===== config.mk =====
export PLATFORM = sky130hd
export DESIGN_NAME = count_slot_arbiter
export DESIGN_NICKNAME = d
export VERILOG_FILES = /design/src/rtl/count_slot_arbiter.sv
export SDC_FILE = /design/constraint.sdc
export NUM_CORES = 1
export LEC_CHECK = 0
export ABC_AREA = 1
export CAP_MARGIN = 10
export CORE_MARGIN = 8
export CORE_UTILIZATION = 48
export CTS_BUF_LIST = sky130_fd_sc_hd__clkbuf_8 sky130_fd_sc_hd__clkbuf_16
export DETAILED_ROUTE_END_ITERATION = 8
export PLACE_DENSITY_LB_ADDON = 0.2
export SETUP_SLACK_MARGIN = 0.2
export SYNTH_ARGS = -nofsm -noshare
export SYNTH_HDL_FRONTEND = slang
export SYNTH_SLANG_ARGS = --single-unit

===== constraint.sdc =====
create_clock -name clk -period 2.25 [get_ports clk]
set_input_delay 0.3375 -clock clk [delete_from_list [all_inputs] [get_ports clk]]
set_output_delay 0.3375 -clock clk [all_outputs]
set_load 0.02 [all_outputs]

===== src/rtl/count_slot_arbiter.sv =====
// count_slot_arbiter
// Round-robin arbiter that lends one slot counter to NREQ requesters.
// The winner owns the counter for L = clamp(len, 1..MAX_LEN) cycles. During
// that time the counter runs 0..L-1. The slot ends with a one-cycle done pulse,
// or with an abort pulse if the owner drops its request before the slot ends.
// The next arbitration happens in the release cycle, so one dead cycle always
// separates two grants.
module count_slot_arbiter #(
    parameter int unsigned    NREQ    = 4,
    parameter int unsigned    CW      = 8,
    parameter logic [CW-1:0]  MAX_LEN = CW'(15)
) (
    input  logic                 clk,
    input  logic                 rst,
    input  logic [NREQ-1:0]      req,
    input  logic [NREQ*CW-1:0]   len,
    output logic [NREQ-1:0]      grant,
    output logic                 busy,
    output logic [CW-1:0]        count,
    output logic [NREQ-1:0]      done,
    output logic [NREQ-1:0]      abort
);

    localparam int unsigned PW = (NREQ > 1) ? $clog2(NREQ) : 1;

    typedef enum logic {
        ST_IDLE = 1'b0,
        ST_RUN  = 1'b1
    } state_e;

    state_e          state_q, state_d;
    logic [NREQ-1:0] grant_q, grant_d;
    logic [NREQ-1:0] done_q, done_d;
    logic [NREQ-1:0] abort_q, abort_d;
    logic            busy_q, busy_d;
    logic [CW-1:0]   count_q, count_d;
    logic [CW-1:0]   len_q, len_d;
    logic [PW-1:0]   rr_ptr_q, rr_ptr_d;
    logic [PW-1:0]   owner_q, owner_d;

    logic            any_req;
    logic            owner_req;
    logic            at_terminal;
    logic [PW-1:0]   win_idx;
    logic [CW-1:0]   win_raw;
    logic [CW-1:0]   win_len;
    logic [PW-1:0]   rr_next;

    // Returns the first set request at or after ptr, wrapping past NREQ-1.
    // The loop runs from the farthest offset down to the nearest one, so the
    // nearest hit is written last and wins.
    function automatic logic [PW-1:0] rr_pick(input logic [NREQ-1:0] r,
                                              input logic [PW-1:0]   ptr);
        logic [PW-1:0] pick;
        logic [PW:0]   cand;
        pick = ptr;
        for (int i = NREQ - 1; i >= 0; i--) begin
            cand = {1'b0, ptr} + (PW+1)'(i);
            if (cand >= (PW+1)'(NREQ)) begin
                cand = cand - (PW+1)'(NREQ);
            end
            if (r[cand[PW-1:0]]) begin
                pick = cand[PW-1:0];
            end
        end
        return pick;
    endfunction

    assign any_req     = |req;
    assign owner_req   = req[owner_q];
    assign at_terminal = (count_q == (len_q - CW'(1)));
    assign win_idx     = rr_pick(req, rr_ptr_q);
    assign rr_next     = (owner_q == PW'(NREQ - 1)) ? '0 : owner_q + PW'(1);

    // Select the winner's length field and clamp it to 1..MAX_LEN.
    always_comb begin
        // NOTE: every combinational output gets a default first, so no path leaves it unassigned (no latch).
        win_raw = '0;
        for (int i = 0; i < NREQ; i++) begin
            if (win_idx == PW'(i)) begin
                win_raw = len[i*CW +: CW];
            end
        end
        if (win_raw == '0) begin
            win_len = CW'(1);
        end else if (win_raw > MAX_LEN) begin
            win_len = MAX_LEN;
        end else begin
            win_len = win_raw;
        end
    end

    // State register: IDLE/RUN with asynchronous active-low reset.
    always_ff @(posedge clk or negedge rst) begin
        // NOTE: sequential state uses non-blocking assignments, so all flops update together at the edge.
        if (!rst) begin
            state_q <= ST_IDLE;
        end else begin
            state_q <= state_d;
        end
    end

    // Next state: start a slot on any request; leave RUN on terminal or drop.
    always_comb begin
        state_d = state_q;
        case (state_q)
            ST_IDLE: if (any_req) state_d = ST_RUN;
            ST_RUN:  if (!owner_req || at_terminal) state_d = ST_IDLE;
            default: state_d = ST_IDLE;
        endcase
    end

    // Output next values: grant/latch in IDLE; count, then release in RUN.
    always_comb begin
        grant_d  = grant_q;
        busy_d   = busy_q;
        count_d  = count_q;
        len_d    = len_q;
        owner_d  = owner_q;
        rr_ptr_d = rr_ptr_q;
        done_d   = '0;
        abort_d  = '0;
        case (state_q)
            ST_IDLE: begin
                if (any_req) begin
                    grant_d = {{(NREQ-1){1'b0}}, 1'b1} << win_idx;
                    busy_d  = 1'b1;
                    count_d = '0;
                    len_d   = win_len;
                    owner_d = win_idx;
                end
            end
            ST_RUN: begin
                if (!owner_req || at_terminal) begin
                    grant_d  = '0;
                    busy_d   = 1'b0;
                    count_d  = '0;
                    rr_ptr_d = rr_next;
                    // A dropped request takes priority over a terminal count on the same edge.
                    if (!owner_req) begin
                        abort_d[owner_q] = 1'b1;
                    end else begin
                        done_d[owner_q] = 1'b1;
                    end
                end else begin
                    count_d = count_q + CW'(1);
                end
            end
            default: begin
                grant_d = '0;
                busy_d  = 1'b0;
                count_d = '0;
            end
        endcase
    end

    // Output and slot-context registers. A reset drops any running slot without a pulse.
    always_ff @(posedge clk or negedge rst) begin
        if (!rst) begin
            grant_q  <= '0;
            busy_q   <= 1'b0;
            count_q  <= '0;
            done_q   <= '0;
            abort_q  <= '0;
            len_q    <= '0;
            owner_q  <= '0;
            rr_ptr_q <= '0;
        end else begin
            grant_q  <= grant_d;
            busy_q   <= busy_d;
            count_q  <= count_d;
            done_q   <= done_d;
            abort_q  <= abort_d;
            len_q    <= len_d;
            owner_q  <= owner_d;
            rr_ptr_q <= rr_ptr_d;
        end
    end

    assign grant = grant_q;
    assign busy  = busy_q;
    assign count = count_q;
    assign done  = done_q;
    assign abort = abort_q;

endmodule

==> flow_metrics.tcl, run 1 <==
set metrics [dict create \
    p_leak_nw 1.51 \
    mostFrequentLayoutCells "70 x nand2_1, 56 x clkdlybuf4s50_1, 37 x inv_1" \
    status "finished clean" \
    period_needed_ns 1.99 \
    diodes 0 \
    power_switching_mw 1.86 \
    drc 0 \
    path_cells "buf_6 -> nand2_1 -> nand2_1 -> nand2_1 -> nand2_1 -> nand2_1 -> nand3_2 -> nand2_4 -> buf_4 -> nand2_4 -> or2_1 -> nand2_1 -> nand3_2 -> a21oi_2" \
    initial_utilization_pct 50.1 \
    hold_viol 0 \
    required_ns 2.46 \
    drtIter0Drc 74 \
    finalCritPeriodShare_pct 88.6 \
    synth-async-reset-ratio_pct 100 \
    path_buf_inv 2 \
    avgSynthCellArea_um2 7.52 \
    slew_violations 0 \
    cp_max_fo 8 \
    dpl_cell_area_mm2 0.00286 \
    synthDistinctLibCells 30 \
    relSlewSlack_pct 71.4 \
    antenna_found_initial 0 \
    synth_nets 334 \
    clk_pin_slew_ns 0.07 \
    gp_congestion 0.943 \
    crit_family "simple AND/OR/NAND/NOR gates" \
    tightest_slew_ns 0.429 \
    cp-end-kind "flip-flop" \
    hpwl_mm 4.25 \
    r2r_start "rr_ptr_q[0]" \
    worst_ep_arrival_time_ns 2.20 \
    ff2ff_setup_slack_ns 0.26 \
    vias 2125 \
    dieWidth_um 83.4 \
    fin_nets 411 \
    htreeDepth 2 \
    ioPinCount 59 \
    critPathCapture "len_q[0]" \
    fmax_mhz 502 \
    ant_nets 0 \
    rsz0062_at_grt "yes" \
    area_growth_pct 41.7 \
    multiInputGateArea_mm2 0.00118 \
    core.rowCount 24 \
    p_int_mw 2.03 \
    overflow 0 \
    io_buffers 58 \
    clockBufferDepth 2 \
    combPwrFrac_pct 64.7 \
    grt_pass1_wl_mm 8.96 \
    cpPeakStageDelay_ns 0.45 \
    yosys_warnings 0 \
    chipHeight_um 83.4 \
    nFillCells 365 \
    synth_seq_cells 34 \
    drt-wirelength-per-cell_um 13.2 \
    switching_share_pct 47.7 \
    grt_start_max_net_pins 35 \
    synth_ff_type "dfrtp_1" \
    rr_worst_depth 14 \
    clock_latency_ns 0.28 \
    hold_class "in -> async" \
    startpoint "rr_ptr_q[0]" \
    cp.depth 14 \
    crit_top_cell "nand2_1" \
    regToRegEndpoint "len_q[0]" \
    design_area_mm2 0.00309 \
    worstSetupPathType "reg -> reg" \
    regArea_um2 852 \
    fin_skew_ns 0.00729 \
    power_density_mw_per_mm2 1260 \
    dieArea_mm2 0.00695 \
    cts_root_buf "clkbuf_8" \
    hold_buffers 0 \
    maxCapViolations 0 \
    cts_tree "done" \
    first_pass_iters 6 \
    cpMaxStageDelayCell "dfrtp_2" \
    synth-edff-count 0 \
    setup_tns_ns 0 \
    synth_cells 290 \
    setup_viol_count_final 0 \
    synth-seq-area-share_pct 39.0 \
    grt_usage_pct 15.1 \
    pwr-share-seq_pct 23.6 \
    irDropWorstVdd_mv 0.696 \
    cts_buffers 5 \
    startpoint_type "flip-flop" \
    coreArea_mm2 0.00435 \
    grt_pass1_vias 2073 \
    finalWirelength_mm 5.54 \
    vias_per_cell 5.06 \
    syn_area_mm2 0.00218 \
    final_layout_size_suffix_gt1_share_pct 19.3 \
    p_clk_share_pct 11.8 \
    final_common_cell "nand2_1" \
    cts_num_sinks 34 \
]
## worst min-delay path by stage
| stage | start | slack (ns) | to | depth (start not counted) |
|---|---|---|---|---|
| floorplan | rst | 0.04 | abort[0] | 0 |
| global placement | grant[1] | 0.46 | grant[1] | 2 |
| detailed placement | grant[2] | 0.46 | grant[2] | 2 |
| CTS | rst | 0.46 | grant[0] | 2 |
| global route | rst | 0.49 | grant[2] | 2 |
| finish | rst | 0.46 | grant[0] | 2 |
## cell type report
class,instances,share of cell area [%]
Clock buffer,6,2.67
Clock inverter,2,0.284
Inverter,44,5.43
Multi-Input combinational cell,207,38.4
Sequential cell,34,27.6
Tap cell,52,2.11
Timing Repair Buffer,75,23.6
## sequential cells by signal (all words and copies together) (netlist names), 2 cells and up
signal    flops
owner_q       2
len_q         8
abort         4
count         8
done          4
grant         4
rr_ptr_q      2
## synthesized netlist by cell type, types with 2 or more instances
cell type,number,area share [%]
o21ai_0,10,2.3
nor4_1,4,1.1
o21ai_2,2,0.80
nor2_2,2,0.57
inv_2,4,0.69
nand2_1,73,13
nand4_1,4,1.1
ha_1,6,3.4
nor3_1,5,1.1
buf_6,3,1.5
clkbuf_1,2,0.34
xor2_1,10,4.0
xnor2_1,4,1.6
nor3_2,2,0.92
a31oi_1,2,0.57
dfrtp_1,34,39
nor2_1,26,4.5
nand2_2,9,2.6
o22ai_1,6,1.7
a21oi_1,9,2.1
nand3_2,6,2.8
nor2_4,3,1.5
inv_1,40,6.9
nand3_1,17,3.9
o21ai_1,2,0.46
## logic make-up after synthesis
logic type                 synth area share (%)
and+or+nand+nor                            34.2
AOI/OAI and AO/OA                          8.27
buffers and inverters                      9.47
xor gates and xnor gates                   5.63
adders and majority gates                  3.44
DFF                                        39.0
## what timing repair did
action / in CTS / in global routing
gates resized for setup: 1 / 29
endpoints found under the hold margin: 0 / 0
pin swaps: 0 / 5
buffers inserted: 0 / 7
endpoints found under the setup margin: 2 / 22
## metal layers
layer / global-route usage [%] / up-vias / routed length (µm)
met4: 6.07 / 0 / 101
met5: 0 / - / 0
met1: 17.8 / 970 / 2440
met2: 24.8 / 71 / 2640
met3: 4.69 / 10 / 350
li1: - / 1074 / -
## stage by stage
| stage | hold slack (ns) | utilization (%) | power (mW) | std cells | worst slack [ns] |
|---|---|---|---|---|---|
| after floorplan | 0.0419 | - | 2.47 | 290 | 0.471 |
| after global placement | 0.463 | 65.7 | 3.05 | 405 | 0.0673 |
| after detailed placement | 0.463 | 65.7 | 3.09 | 405 | -0.00659 |
| after CTS | 0.464 | 67.8 | 3.56 | 413 | 0.255 |
| after global routing | 0.495 | 70.9 | 4.17 | 420 | 0.152 |
| final | 0.456 | 70.9 | 3.89 | 420 | 0.256 |
## power groups by stage
stage	logic (mW)	registers, mW	clock network [mW]
after global routing	2.74	0.934	0.495
after floorplan	1.49	0.983	0
after global placement	2.14	0.911	0
after detailed placement	2.18	0.911	0
final	2.51	0.916	0.458
after CTS	2.19	0.905	0.468
Power figures use the tool's default switching activity.
==> inputs of run 2 (changes only) <==
--- a/config.mk
+++ b/config.mk
@@ -9,3 +9,3 @@
 export CAP_MARGIN = 10
-export CORE_MARGIN = 8
+export CORE_MARGIN = 1.5
 export CORE_UTILIZATION = 48
--- a/constraint.sdc
+++ b/constraint.sdc
@@ -3,2 +3,2 @@
 set_output_delay 0.3375 -clock clk [all_outputs]
-set_load 0.02 [all_outputs]
+set_load 0.05 [all_outputs]
==> flow_metrics.tcl, run 2 (synthesized netlist as in run 1, its figures left out) <==
set metrics [dict create \
    clk_pin_slew_ns 0.07 \
    status "finished clean" \
    cts_tree "done" \
    vias 2172 \
    ff2ff_setup_slack_ns 0.27 \
    regArea_um2 852 \
    path_cells "clkinvlp_4 -> nand2_1 -> nand2_1 -> nand2_1 -> nand2_1 -> nand2_1 -> nand3_2 -> nand2_4 -> inv_2 -> buf_4 -> nand3_2 -> nand3_2 -> nand2_2 -> nand3_2 -> a21oi_2" \
    clockBufferDepth 2 \
    fin_nets 414 \
    period_needed_ns 1.98 \
    worstSetupPathType "reg -> reg" \
    finalCritPeriodShare_pct 88.2 \
    slew_violations 0 \
    nFillCells 343 \
    hold_viol 0 \
    gp_congestion 0.888 \
    worst_ep_arrival_time_ns 2.20 \
    cts_num_sinks 34 \
    antenna_found_initial 0 \
    p_leak_nw 1.53 \
    power.total_mw 4.36 \
    switching_share_pct 50.1 \
    cpPeakStageDelay_ns 0.49 \
    grt_usage_pct 22.1 \
    fin_skew_ns 0.00519 \
    setup_ws_ns 0.266 \
    io_buffers 58 \
    drt-wirelength-per-cell_um 12.9 \
    ant_nets 0 \
    hpwl_mm 3.86 \
    grt_start_max_net_pins 35 \
    crit_family "simple AND/OR/NAND/NOR gates" \
    p_int_mw 2.18 \
    rr_worst_depth 15 \
    clock_latency_ns 0.29 \
    routed.top_layer "met4" \
    first_pass_iters 4 \
    cp_max_fo 7 \
    vias_per_cell 5.13 \
    diodes 0 \
    grt_pass1_vias 1942 \
    area_growth_pct 45.5 \
    path_buf_inv 3 \
    p_clk_share_pct 12.6 \
    crit_top_cell "nand2_1" \
    htreeDepth 2 \
    dieArea_mm2 0.00495 \
    fmax_mhz 504 \
    combPwrFrac_pct 65.7 \
    cts_buffers 5 \
    rsz0062_at_grt "yes" \
    cp-end-kind "flip-flop" \
    drc 0 \
    dieWidth_um 70.4 \
    required_ns 2.47 \
    tightest_slew_ns 0.501 \
    maxCapViolations 0 \
    irDropWorstVdd_mv 1.13 \
    cts_root_buf "clkbuf_8" \
    multiInputGateArea_mm2 0.00125 \
    wl_met1_mm 2.34 \
    power_switching_mw 2.18 \
    mostFrequentLayoutCells "69 x nand2_1, 56 x clkdlybuf4s50_1, 36 x inv_1" \
    coreArea_mm2 0.00435 \
    initial_utilization_pct 50.1 \
    grt_pass1_wl_mm 8.71 \
    final_layout_size_suffix_gt1_share_pct 21.8 \
    hold_buffers 0 \
    drtIter0Drc 119 \
    startpoint_type "flip-flop" \
    power_density_mw_per_mm2 1380 \
    r2r_start "rr_ptr_q[0]" \
    pwr-share-seq_pct 21.8 \
    ioPinCount 59 \
    overflow 0 \
    cpMaxStageDelayCell "dfrtp_2" \
    dpl_worst_slack_ns -0.0265 \
    final_common_cell "nand2_1" \
    regToRegEndpoint "len_q[0]" \
    relSlewSlack_pct 66.5 \
    chipHeight_um 70.4 \
    finalWirelength_mm 5.47 \
    core.rowCount 24 \
    wl_met2_mm 2.69 \
    met3WireLength_um 310 \
    setup_viol_count_final 0 \
    hold_class "in -> async" \
]
## run 2: through the flow
| step | instances | util [%] | hold slack, ns | instance area [µm²] | TNS, ns |
|---|---|---|---|---|---|
| after floorplan | 290 | - | 0.0419 | 2180 | 0 |
| after global placement | 405 | 65.7 | 0.465 | 2860 | 0 |
| after detailed placement | 405 | 65.7 | 0.467 | 2860 | -0.0265 |
| after CTS | 413 | 68.2 | 0.465 | 2970 | 0 |
| after global routing | 423 | 72.8 | 0.497 | 3170 | 0 |
| final | 423 | 72.8 | 0.452 | 3170 | 0 |
## run 2: worst max-delay path by stage
stage	startpoint	end	slack [ns]	cells past startpoint
global route	rr_ptr_q[0]	len_q[0]	0.1	16
global placement	req[3]	len_q[3]	0.01	16
CTS	len_q[0]	grant[0]	0.21	12
finish	rr_ptr_q[0]	len_q[0]	0.27	15
detailed placement	req[2]	len_q[3]	-0.03	14
floorplan	count[4]	grant[0]	0.43	11
## run 2: final cells by class
| class | instances | share of cell area [%] |
|---|---|---|
| clock inverters | 3 | 1.26 |
| multi-input cells | 209 | 39.4 |
| inverters | 44 | 5.29 |
| repair inverters | 1 | 0.237 |
| clock buffers | 5 | 2.17 |
| well taps | 52 | 2.05 |
| flip-flops and latches | 34 | 26.9 |
| repair buffers | 75 | 22.7 |
## run 2: layer usage
metal / GRT usage, % / up-vias
li1: - / 1081
met1: 28.3 / 999
met2: 36.2 / 80
met3: 4.62 / 12
met4: 8.97 / 0
met5: 0 / -
## run 2: power groups by stage
stage,clock [mW],combinational (mW),sequential [mW]
finish,0.549,2.87,0.950
global route,0.589,3.14,0.970
CTS,0.558,2.44,0.923
detailed placement,0,2.43,0.928
global placement,0,2.38,0.927
floorplan,0,1.49,1.19
## run 2: timing repair
item	in CTS	in global routing
gates resized for setup	0	36
buffers inserted	0	7
endpoints found under the setup margin	0	24
